--- src/rtl/pi_pkg.sv ---
// Shared definitions for the pi-tree deflection arbiter: port indices and
// packet field offsets derived from the tree size and payload width.
package pi_pkg;

    localparam logic [1:0] P_L  = 2'd0;
    localparam logic [1:0] P_R  = 2'd1;
    localparam logic [1:0] P_UL = 2'd2;
    localparam logic [1:0] P_UR = 2'd3;

    localparam int NUM_PORTS = 4;

    typedef logic [1:0] port_t;

    function automatic int addr_w(input int num_leaves);
        return $clog2(num_leaves);
    endfunction

    // Packet layout, MSB first: valid, dest[A-1:0], payload[payload_sz-1:0].
    function automatic int valid_bit(input int num_leaves, input int payload_sz);
        return addr_w(num_leaves) + payload_sz;
    endfunction

    function automatic int dest_lo(input int payload_sz);
        return payload_sz;
    endfunction

    function automatic int dest_hi(input int num_leaves, input int payload_sz);
        return payload_sz + addr_w(num_leaves) - 1;
    endfunction

    function automatic int payload_hi(input int payload_sz);
        return payload_sz - 1;
    endfunction

endpackage

--- src/rtl/pi_route_decode.sv ---
// Per-input route decode: does the destination fall inside this switch's
// subtree, and if so which child; otherwise the packet heads upward.
module pi_route_decode
    import pi_pkg::*;
#(
    parameter int num_leaves = 2,
    parameter int addr       = 0,
    parameter int level      = 1,
    parameter int A          = $clog2(num_leaves)
) (
    input  logic [A-1:0] dest,
    output logic         up,
    output logic [1:0]   pref
);

    logic [A-1:0] upper;
    logic         match;

    assign upper = dest >> level;
    assign match = (upper == A'(addr));

    // Up-bound packets name ul as their first choice; ur is the fallback.
    assign up   = !match;
    assign pref = match ? (dest[level-1] ? P_R : P_L) : P_UL;

endmodule

--- src/rtl/pi_deflect_arbiter.sv ---
// Bufferless pi-tree switch: rotating-priority grant of preferred outputs,
// deflection of losers to free outputs, registered outputs, deflect counter.
module pi_deflect_arbiter
    import pi_pkg::*;
#(
    parameter int num_leaves = 2,
    parameter int payload_sz = 1,
    parameter int addr       = 0,
    parameter int level      = 1,
    parameter int p_sz       = 1 + $clog2(num_leaves) + payload_sz,
    parameter int cnt_w      = 16
) (
    input  logic             clk,
    input  logic             reset,
    input  logic [p_sz-1:0]  l_bus_i,
    input  logic [p_sz-1:0]  r_bus_i,
    input  logic [p_sz-1:0]  ul_bus_i,
    input  logic [p_sz-1:0]  ur_bus_i,
    output logic [p_sz-1:0]  l_bus_o,
    output logic [p_sz-1:0]  r_bus_o,
    output logic [p_sz-1:0]  ul_bus_o,
    output logic [p_sz-1:0]  ur_bus_o,
    input  logic             cnt_clr,
    output logic [cnt_w-1:0] deflect_cnt,
    output logic             conflict
);

    localparam int A  = addr_w(num_leaves);
    localparam int VB = valid_bit(num_leaves, payload_sz);
    localparam int DL = dest_lo(payload_sz);
    localparam int DH = dest_hi(num_leaves, payload_sz);

    logic [p_sz-1:0]  in_bus   [NUM_PORTS];
    logic [p_sz-1:0]  out_next [NUM_PORTS];
    logic [p_sz-1:0]  out_reg  [NUM_PORTS];
    logic [3:0]       in_valid;
    logic [3:0]       go_up;
    logic [1:0]       pref     [NUM_PORTS];

    logic [3:0]       claim_next;
    logic [1:0]       src_next [NUM_PORTS];
    logic [3:0]       placed;
    logic [2:0]       ndef_next;
    logic [1:0]       idx;

    logic [1:0]       ptr_reg;
    logic [cnt_w-1:0] cnt_reg;
    logic [cnt_w-1:0] cnt_next;
    logic [cnt_w:0]   cnt_sum;
    logic             conflict_reg;

    assign in_bus[P_L]  = l_bus_i;
    assign in_bus[P_R]  = r_bus_i;
    assign in_bus[P_UL] = ul_bus_i;
    assign in_bus[P_UR] = ur_bus_i;

    generate
        for (genvar gi = 0; gi < NUM_PORTS; gi++) begin : g_dec
            assign in_valid[gi] = in_bus[gi][VB];

            pi_route_decode #(
                .num_leaves (num_leaves),
                .addr       (addr),
                .level      (level),
                .A          (A)
            ) u_dec (
                .dest (in_bus[gi][DH:DL]),
                .up   (go_up[gi]),
                .pref (pref[gi])
            );
        end
    endgenerate

    always_comb begin
        claim_next = '0;
        placed     = '0;
        ndef_next  = '0;
        idx        = '0;
        for (int o = 0; o < NUM_PORTS; o++) begin
            src_next[o] = '0;
        end

        // Grant pass: each valid input in priority order tries its preferred port.
        for (int k = 0; k < NUM_PORTS; k++) begin
            idx = ptr_reg + 2'(k);
            if (in_valid[idx]) begin
                if (!claim_next[pref[idx]]) begin
                    claim_next[pref[idx]] = 1'b1;
                    src_next[pref[idx]]   = idx;
                    placed[idx]           = 1'b1;
                end else if (go_up[idx] && !claim_next[P_UR]) begin
                    claim_next[P_UR] = 1'b1;
                    src_next[P_UR]   = idx;
                    placed[idx]      = 1'b1;
                end
            end
        end

        // Deflect pass: losers take the lowest-numbered free port; never fails.
        for (int k = 0; k < NUM_PORTS; k++) begin
            idx = ptr_reg + 2'(k);
            if (in_valid[idx] && !placed[idx]) begin
                for (int o = 0; o < NUM_PORTS; o++) begin
                    if (!placed[idx] && !claim_next[o]) begin
                        claim_next[o] = 1'b1;
                        src_next[o]   = idx;
                        placed[idx]   = 1'b1;
                        ndef_next     = ndef_next + 3'd1;
                    end
                end
            end
        end
    end

    generate
        for (genvar gi = 0; gi < NUM_PORTS; gi++) begin : g_out
            assign out_next[gi] = claim_next[gi] ? in_bus[src_next[gi]] : '0;
        end
    endgenerate

    // One spare bit catches the carry so the count saturates instead of wrapping.
    assign cnt_sum = {1'b0, cnt_reg} + (cnt_w + 1)'(ndef_next);

    always_comb begin
        cnt_next = cnt_reg;
        if (cnt_clr) begin
            cnt_next = '0;
        end else if (cnt_sum[cnt_w]) begin
            cnt_next = '1;
        end else begin
            cnt_next = cnt_sum[cnt_w-1:0];
        end
    end

    always_ff @(posedge clk or posedge reset) begin
        if (reset) begin
            for (int o = 0; o < NUM_PORTS; o++) begin
                out_reg[o] <= '0;
            end
            ptr_reg      <= '0;
            cnt_reg      <= '0;
            conflict_reg <= 1'b0;
        end else begin
            for (int o = 0; o < NUM_PORTS; o++) begin
                out_reg[o] <= out_next[o];
            end
            cnt_reg      <= cnt_next;
            conflict_reg <= (ndef_next != 3'd0);
            if (ndef_next != 3'd0) begin
                ptr_reg <= ptr_reg + 2'd1;
            end
        end
    end

    assign l_bus_o     = out_reg[P_L];
    assign r_bus_o     = out_reg[P_R];
    assign ul_bus_o    = out_reg[P_UL];
    assign ur_bus_o    = out_reg[P_UR];
    assign deflect_cnt = cnt_reg;
    assign conflict    = conflict_reg;

endmodule

--- config.mk ---
export PLATFORM = sky130hd
export DESIGN_NAME = pi_deflect_arbiter
export DESIGN_NICKNAME = d
export VERILOG_FILES = /design/src/rtl/pi_pkg.sv /design/src/rtl/pi_route_decode.sv /design/src/rtl/pi_deflect_arbiter.sv
export SDC_FILE = /design/constraint.sdc
export NUM_CORES = 1
export LEC_CHECK = 0
export BUFFER_PORTS_ARGS = -buffer_cell sky130_fd_sc_hd__buf_2
export CORE_ASPECT_RATIO = 1.4
export CORE_MARGIN = 2
export CORE_UTILIZATION = 62
export CTS_CLUSTER_SIZE = 24
export DETAILED_ROUTE_END_ITERATION = 8
export PLACE_DENSITY = 0.82
export SYNTH_ARGS = -nofsm -noshare
export SYNTH_HDL_FRONTEND = slang
export SYNTH_SLANG_ARGS = --single-unit
--- constraint.sdc ---
create_clock -name clk -period 19 [get_ports clk]
set_input_delay 1.9 -clock clk [delete_from_list [all_inputs] [get_ports clk]]
set_output_delay 1.9 -clock clk [all_outputs]
set_load 0.03 [all_outputs]
==> metrics.txt, run 1 <==
Main synth FF type dfrtp_1; Die Height roughly 110 microns; Final nets 703; Crit Path Category reg -> reg; PostCTS Resize Cnt 0; TritonCTS clock tree done; worst path required time approximately 19 ns; Post-synth EDFFs 0; clock tree sinks 31; Fin. Hold Viols 0; Hold Crit Class reg -> reg; vias per cell 7.40; Async SR Flop Fraction between 90% and 100%; final WL 17600 microns; area of the multi-input gates between 3000 and 4000 sq um; Net Count, Synth 681; GRT Total Usage 39.5%; Initial DRC Count 526; CTS root buffer clkbuf_8; Max-Cap Viols 0; register area share after synthesis 15.4%; worst setup margin 2.84 ns; max frequency around 62 MHz; min cycle time layout 16.16 ns; synthesized instance count 640; full die area approximately 8900 sq um; First-pass DRT Iterations 6; clk slew on worst S/H paths 0.06 ns; Synth area leaders dfrtp_1 (15%), ha_1 (6.2%), mux4_2 (5.4%); post-DP HPWL 13700 microns; Crit path max-delay family adder cells; CTS H-tree depth 2; routed len/inst 23.1 microns; Post-Place Cell Area 5220 sq um; Crit Path Max Fanout 47; Sequential cell area 776 sq um; Worst setup SP type register; Rel. slew slack 16.0%; RSZ-0062 raised after global routing false; worst hold stages 2; postcts setup bufs 0; fin. max-slew vios 0; slew at the pin closest to its max-slew limit roughly 1.2 ns; final worst-path cycle share 85.1%; Seq cells post-synth 31; largest net degree at the start of global routing 48; Syn Area/Cell 7.86 sq um; Clock Path Buffers 2; fillers between 700 and 800; first-pass GRT wire length 27800 microns; critical path depth in cells 62; grt ovf 0; Netlist cell types 101; leading area contributor after synthesis dfrtp_1; Post-DRT Antenna Nets 0; outcome finished clean; design area about 5300 sq um; Synth top area share 15.4%; Die Width about 80 microns; WP buf/inv 8; R2R depth between 60 and 70; yosys warns 0; Final setup viols 0; CTS buffer count 5; initial antenna violation count 0; Placement Setup Slack 3.18 ns; number of flip-flops in the largest register 16; clock skew 0.00464 ns; setup TNS 0 ns; Hold Buf Count CTS 0; share of cells above drive strength 1 16.9%; GP Congestion around 1.1; DR vias 5640; CP dominant cell by count ha_1; I/O Buffers 43; top-level I/O count 44; area delta synth->final 5.45%; antenna cells 0; vias in the first global route ~5600; CP Capture Type register; synthesized cell area 5030 sq um; CP max stage delay 0.95 ns; number of remaining DRC errors 0; WP data arrival 16.36 ns; slowest cell on the critical path ha_1; core area 7800 sq um; most common cell in the netlist nand2_1; row cnt 38; clk_lat worst skew 0.28 ns; synth cell count leaders nand2_1 (64), nor2_1 (55), a21oi_1 (47); Starting Density 64.5%
through the flow:
| stage | hold WS (ns) | std cells | utilization [%] |
|---|---|---|---|
| 2_1_floorplan | 0.758 | 640 | - |
| 3_3_place_gp | 0.587 | 755 | 66.9 |
| 3_5_place_dp | 0.600 | 755 | 66.9 |
| 4_1_cts | 0.613 | 762 | 68.0 |
| 5_1_grt | 0.633 | 762 | 68.0 |
| 6_report | 0.607 | 762 | 68.0 |
metal layers:
metal  wire length (microns)  GRT usage, %  vias to the layer above
li1                        -             -                     2506
met1                    6150          43.8                     2628
met2                    8780          68.2                      404
met3                    1490          4.66                      102
met4                    1210          27.2                        0
met5                       0             0                        -
tightest hold or removal path, stage by stage (launching register included):
cell,delay [ns]
dfrtp_1,0.38
xnor2_1,0.13
a21oi_1,0.06
path summary, 6_finish.rpt:
path / to / slack (ns) / from
max in group asynchronous: ul_bus_o[2] / 16.46 / reset
max: deflect_cnt[4] / 2.84 / ptr_reg[0]
min in group asynchronous: deflect_cnt[8] / 1.88 / reset
min reg2reg: deflect_cnt[11] / 0.61 / deflect_cnt[11]
min: deflect_cnt[11] / 0.61 / deflect_cnt[11]
max reg2reg: deflect_cnt[4] / 2.84 / ptr_reg[0]
placed cells by master, fill, tap and decap left out, types with 5 or more instances in the layout:
cell type	count
nand2_1	64
nor2_1	55
a21oi_1	47
buf_2	43
inv_1	37
dfrtp_1	31
o21ai_0	30
ha_1	25
nand3_1	19
xnor2_1	14
nand4_1	14
mux2i_1	13
nor3_1	13
and2_1	13
mux4_2	12
a31oi_1	11
o22ai_1	10
o31ai_1	8
or3_1	8
xor2_1	7
mux2_2	7
a21boi_0	6
a21o_1	6
a211oi_1	6
and3_1	6
clkbuf_8	6
nor2b_1	5
o21a_1	5
o31a_1	5
o211ai_1	5
cell families (layout without fill, tap and decap cells):
group	after synthesis	in the layout	synth area share [%]
flip-flops	31	31	15.4
multiplexers	33	33	10.0
AO/OA/AOI/OAI	224	224	32.8
XOR/XNOR	22	22	4.10
AND/OR/NAND/NOR	237	237	24.9
buffers and inverters	67	89	6.12
adder cells (fa/ha/maj)	26	26	6.62
area by class of cell:
| class | count | share of cell area [%] |
|---|---|---|
| inverter | 37 | 2.62 |
| clock buffer | 6 | 1.56 |
| timing repair buffer | 45 | 4.34 |
| clock inverter | 1 | 0.0943 |
| multi-input combinational | 542 | 74.4 |
| tap | 100 | 2.36 |
| sequential | 31 | 14.6 |
Power of run 1 is left out: the tool's default activity adds up to more than one toggle a clock period on the data nets, which glitch-free logic cannot reach.
==> run 2: changes to the inputs <==
--- a/config.mk
+++ b/config.mk
@@ -6,12 +6,13 @@
 export NUM_CORES = 1
 export LEC_CHECK = 0
 export BUFFER_PORTS_ARGS = -buffer_cell sky130_fd_sc_hd__buf_2
+export CAP_MARGIN = 5
 export CORE_ASPECT_RATIO = 1.4
 export CORE_MARGIN = 2
-export CORE_UTILIZATION = 62
+export CORE_UTILIZATION = 65
 export CTS_CLUSTER_SIZE = 24
 export DETAILED_ROUTE_END_ITERATION = 8
-export PLACE_DENSITY = 0.82
+export PLACE_DENSITY = 0.86
 export SYNTH_ARGS = -nofsm -noshare
 export SYNTH_HDL_FRONTEND = slang
 export SYNTH_SLANG_ARGS = --single-unit
==> constraint.sdc (replaced) <==
create_clock -name clk -period 19.3 [get_ports clk]
set_input_delay 1.93 -clock clk [delete_from_list [all_inputs] [get_ports clk]]
set_output_delay 1.93 -clock clk [all_outputs]
set_load 0.03 [all_outputs]
==> metrics.txt, run 2 (same netlist as run 1, synthesis figures left out) <==
outcome finished clean; RSZ-0062 raised after global routing false; clock skew 0.00395 ns (-0.000692 ns); WP data arrival 16.41 ns (+0.05 ns); Starting Density 66.1% (+1.6 points); max frequency 61.7 MHz (-0.29%); Crit Path Category reg -> reg; DR vias 5744 (+1.8%); postcts setup bufs 0 (unchanged); commonest non-fill, non-tap cell in the layout nand2_1; Clock Path Buffers 2 (unchanged); GRT Total Usage 42.3% (+2.7 points); clock tree sinks 31 (unchanged); Crit Path Max Fanout 47 (unchanged); first-pass GRT wire length 28100 microns (+1.2%); most frequent cells in the layout nand2_1 (64), nor2_1 (55), a21oi_1 (47); slowest cell on the critical path ha_1; Die Height 108 microns (-2.3%); Hold Buf Count CTS 0 (unchanged); number of flip-flops in the largest register 16 (unchanged); GP Congestion 1.11 (-1.7%); CP Capture Type register; clk slew on worst S/H paths 0.06 ns (about the same); Post-DRT Antenna Nets 0 (unchanged); min cycle time layout 16.21 ns (+0.0470 ns); TritonCTS clock tree done; CTS H-tree depth 2 (unchanged); full die area 8470 sq um (-4.4%); fin. max-slew vios 0 (unchanged); Max-Cap Viols 0 (unchanged); routed len/inst 23.1 microns (about the same); slew at the pin closest to its max-slew limit 1.15 ns (-0.0762 ns); CP dominant cell by count ha_1; Layout Cells excl Fill 763 (+0.13%); grt ovf 0 (unchanged); Die Width 78.4 microns (-2.2%); vias in the first global route 5575 (-0.68%); Initial DRC Count 786 (+49%); setup TNS 0 ns (unchanged); antenna cells 0 (unchanged); Final nets 703 (unchanged); core area 7610 sq um (-2.4%); Hold Crit Class reg -> reg; placed insts 755 (unchanged); First-pass DRT Iterations 6 (unchanged); area delta synth->final 5.77%; largest net degree at the start of global routing 48 (unchanged); CTS root buffer clkbuf_8; share of cells above drive strength 1 17.0% (+0.13 points); top-level I/O count 44 (unchanged); final WL 17700 microns (+0.17%); area of the multi-input gates 3950 sq um (unchanged); PostCTS Resize Cnt 0 (unchanged); worst path required time 19.50 ns (+0.30 ns); Sequential cell area 776 sq um (unchanged); final worst-path cycle share 84.0% (-1.1 points); Worst setup SP type register; post-DP HPWL 13400 microns (-2.6%); initial antenna violation count 0 (unchanged); vias per cell 7.53 (+1.7%); clk_lat worst skew 0.29 ns (about the same); CP max stage delay 0.98 ns (+0.03 ns); row cnt 38 (unchanged); Rel. slew slack 21.2% (+5.2 points); fillers 663 (-6.9%); I/O Buffers 43 (unchanged); Final setup viols 0 (unchanged); number of remaining DRC errors 0 (unchanged); CTS buffer count 5 (unchanged); Fin. Hold Viols 0 (unchanged)
## run 2: stage by stage
stage / worst slack [ns] / area [sq um] / util (%) / hold WS, ns
2_1_floorplan: 5.22 / 5030 / - / 0.758
3_3_place_gp: 4.04 / 5220 / 68.6 / 0.582
3_5_place_dp: 3.53 / 5220 / 68.6 / 0.602
4_1_cts: 3.37 / 5320 / 70.0 / 0.629
5_1_grt: 2.15 / 5320 / 70.0 / 0.655
6_report: 3.09 / 5320 / 70.0 / 0.638
## run 2: area by class of cell
class | instances | area share [%]
Clock buffer | 7 | 1.81
Clock inverter | 1 | 0.141
Inverter | 37 | 2.61
Multi-Input combinational cell | 542 | 74.2
Sequential cell | 31 | 14.6
Tap cell | 100 | 2.35
Timing Repair Buffer | 45 | 4.33
## run 2: per-layer routing
layer / global-route usage (%) / vias to the layer above / share of wire, %
met5: 0 / - / 0
met4: 31.6 / 0 / 8.0
met3: 5.93 / 131 / 8.5
met2: 73.8 / 417 / 49
met1: 46.3 / 2688 / 35
li1: - / 2508 / -
## run 2: worst paths after layout
| check | cells after the start | from | slack [ns] | endpoint |
|---|---|---|---|---|
| max in group asynchronous | 2 | reset | 16.75 | deflect_cnt[3] |
| worst max-delay path | 62 | ptr_reg[0] | 3.09 | deflect_cnt[0] |
| min in group asynchronous | 2 | reset | 1.90 | deflect_cnt[15] |
| worst min register to register | 2 | deflect_cnt[8] | 0.64 | deflect_cnt[8] |
| worst max register to register | 62 | ptr_reg[0] | 3.09 | deflect_cnt[0] |
| worst min-delay path | 2 | deflect_cnt[8] | 0.64 | deflect_cnt[8] |
## run 2: critical path, delay by kind of cell (launching register included)
| kind | cells | cell delay, ns |
|---|---|---|
| mux | 7 | 1.98 |
| compound gates | 18 | 3.89 |
| flops | 1 | 0.33 |
| xor+xnor | 2 | 0.41 |
| fa+ha+maj | 16 | 5.21 |
| buf+inv | 8 | 1.36 |
| simple gates | 11 | 2.86 |
Power of run 2 is left out for the same reason.
==> run 3: changes to the inputs <==
--- a/config.mk
+++ b/config.mk
@@ -5,14 +5,15 @@
 export SDC_FILE = /design/constraint.sdc
 export NUM_CORES = 1
 export LEC_CHECK = 0
+export ABC_AREA = 1
 export BUFFER_PORTS_ARGS = -buffer_cell sky130_fd_sc_hd__buf_2
 export CAP_MARGIN = 5
 export CORE_ASPECT_RATIO = 1.4
 export CORE_MARGIN = 2
-export CORE_UTILIZATION = 65
+export CORE_UTILIZATION = 57
 export CTS_CLUSTER_SIZE = 24
 export DETAILED_ROUTE_END_ITERATION = 8
-export PLACE_DENSITY = 0.86
+export PLACE_DENSITY = 0.79
 export SYNTH_ARGS = -nofsm -noshare
 export SYNTH_HDL_FRONTEND = slang
 export SYNTH_SLANG_ARGS = --single-unit
==> constraint.sdc (replaced) <==
create_clock -name clk -period 13.25 [get_ports clk]
set_input_delay 1.325 -clock clk [delete_from_list [all_inputs] [get_ports clk]]
set_output_delay 1.325 -clock clk [all_outputs]
set_load 0.03 [all_outputs]
==> metrics.txt, run 3 <==
CP Capture Type register; grt ovf 0 (unchanged); synthesized instance count 939 (+47%); yosys warns 0 (unchanged); Final setup viols 0 (unchanged); final WL 16700 microns (-5.4%); WP data arrival 12.59 ns (-3.82 ns); max frequency 80.8 MHz; most frequent cells in the layout nand2_1 (262), inv_1 (144), nand3_1 (84); CTS H-tree depth 2 (unchanged); area share of xor/xnor cells in the synthesized design 1.63% (-2.5 points); Die Height 123 microns (+14%); Worst setup SP type input pin; vias per cell 5.64 (-25%); register area share after synthesis 13.5% (-1.9 points); Synth top area share 17.6% (+2.2 points); Post-synth EDFFs 0 (unchanged); number of remaining DRC errors 0 (unchanged); Synth area leaders nand2_1 (18%), dfrtp_1 (13%), inv_1 (9.5%); leading area contributor after synthesis nand2_1; clk slew on worst S/H paths 0.05 ns (about the same); Starting Density 58.4% (-7.8 points); DR vias 6308 (+9.8%); Fin. Hold Viols 0 (unchanged); Initial DRC Count 497 (-37%); setup TNS 0 ns (unchanged); Hold Buf Count CTS 0 (unchanged); clock skew 0.00415 ns (+0.000199 ns); post-synthesis simple-gate area fraction 52.9% (+28 points); first-pass GRT wire length 26900 microns (-4.2%); antenna cells 0 (unchanged); synth cell count leaders nand2_1 (270), inv_1 (146), nand3_1 (91); Hold Crit Class reg -> reg; Final nets 1023 (+46%); Crit Path Max Fanout 10 (-79%); commonest non-fill, non-tap cell in the layout nand2_1; core area 9850 sq um (+29%); CTS buffer count 5 (unchanged); Clock Path Buffers 2 (unchanged); Max-Cap Viols 0 (unchanged); post-DP HPWL 13000 microns (-2.5%); Rel. slew slack 25.1% (+3.8 points); First-pass DRT Iterations 5 (-1); final worst-path cycle share 93.4%; most common cell in the netlist nand2_1; Synth Area in Adders 5.79% (-0.83 points); Syn Area/Cell 6.12 sq um (-22%); post-synthesis mux area share 0% (-10 points); Seq cells post-synth 31 (unchanged); area delta synth->final 9.47%; outcome finished clean; initial antenna violation count 0 (unchanged); row cnt 43 (+13%); main combinational cell family by area after synthesis simple AND/OR/NAND/NOR gates; synthesized cell area 5750 sq um (+14%); vias in the first global route 5924 (+6.3%); Placement Setup Slack 0.184 ns (-3.34 ns); routed len/inst 14.9 microns (-35%); slowest cell on the critical path or2_2; min cycle time layout 12.37 ns; CP dominant cell by count nand2_1; Die Width 88.9 microns (+13%); Crit Path Category in -> reg; CTS root buffer clkbuf_16; GP Congestion 0.965 (-13%); full die area 10900 sq um (+29%); Main synth FF type dfrtp_1; Netlist cell types 56 (-45%); worst setup margin 0.877 ns (-2.21 ns); top-level I/O count 44 (unchanged); post-layout util 63.9% (-6.0 points); CP max stage delay 0.31 ns (-0.67 ns); post-synthesis compound-gate area fraction 11.1% (-22 points); R2R depth 88 (+42%); I/O Buffers 43 (unchanged); Net Count, Synth 980 (+44%); number of flip-flops in the largest register 16 (unchanged); worst hold stages 2 (unchanged); fin. max-slew vios 0 (unchanged); clk_lat worst skew 0.28 ns (about the same); GRT Total Usage 30.9% (-11 points); Post-DRT Antenna Nets 0 (unchanged); clock tree sinks 31 (unchanged); share of cells above drive strength 1 22.0% (+4.9 points); TritonCTS clock tree done; Async SR Flop Fraction 100% (unchanged); worst path required time 13.47 ns (-6.03 ns); largest net degree at the start of global routing 47 (-2.1%); slew at the pin closest to its max-slew limit 1.12 ns (-0.0289 ns)
## run 3: final cells by class
class	instances	area, sq um
inverter	163	619
clock buffer	6	139
clock inverter	2	35.0
timing repair buffer	56	313
sequential	31	776
tap	135	169
multi-input combinational	725	4240
fill	1001	3550
## run 3: metal layers
metal	vias to the layer above	share of wire (%)	GRT usage [%]	routed length, microns
li1	3126	-	-	-
met1	2858	37	33.5	6210
met2	251	52	56.3	8770
met3	73	5.1	3.30	853
met4	0	5.2	18.1	875
met5	-	0	0	0
## run 3: timing repair
action | CTS | global route
resized for setup | 0 | 39
buffers inserted | 0 | 3
setup endpoints to repair | 0 | 16
## run 3: kinds of logic (layout without fill, tap and decap cells)
| logic type | count (synthesis) | count (layout) |
|---|---|---|
| adder cells (fa/ha/maj) | 26 | 26 |
| XOR/XNOR | 9 | 9 |
| AO/OA/AOI/OAI | 106 | 106 |
| buffers and inverters | 183 | 227 |
| flip-flops | 31 | 31 |
| AND/OR/NAND/NOR | 584 | 584 |
## run 3: worst paths after layout
| check | startpoint | end | slack [ns] |
|---|---|---|---|
| max | ur_bus_i[2] | deflect_cnt[7] | 0.88 |
| min reg2reg | deflect_cnt[5] | deflect_cnt[5] | 0.62 |
| min | deflect_cnt[5] | deflect_cnt[5] | 0.62 |
| max reg2reg | ptr_reg[0] | deflect_cnt[7] | 0.90 |
| min in group asynchronous | reset | deflect_cnt[14] | 1.33 |
| max in group asynchronous | reset | conflict | 11.24 |
## run 3: critical path: cells and delay by family
| family | cells | cell delay (ns) |
|---|---|---|
| AND/OR/NAND/NOR | 48 | 4.91 |
| adder cells (fa/ha/maj) | 14 | 3.76 |
| buffers and inverters | 16 | 1.27 |
| AO/OA/AOI/OAI | 8 | 1.09 |
| XOR/XNOR | 1 | 0.15 |
## run 3: through the flow
stage | hold WS [ns] | cells | instance area (sq um)
global route | 0.655 | 1118 | 6290
floorplan | 0.701 | 939 | 5750
global placement | 0.582 | 1107 | 5960
CTS | 0.604 | 1115 | 6130
detailed placement | 0.597 | 1107 | 5960
finish | 0.624 | 1118 | 6290
Power of run 3 is left out for the same reason.
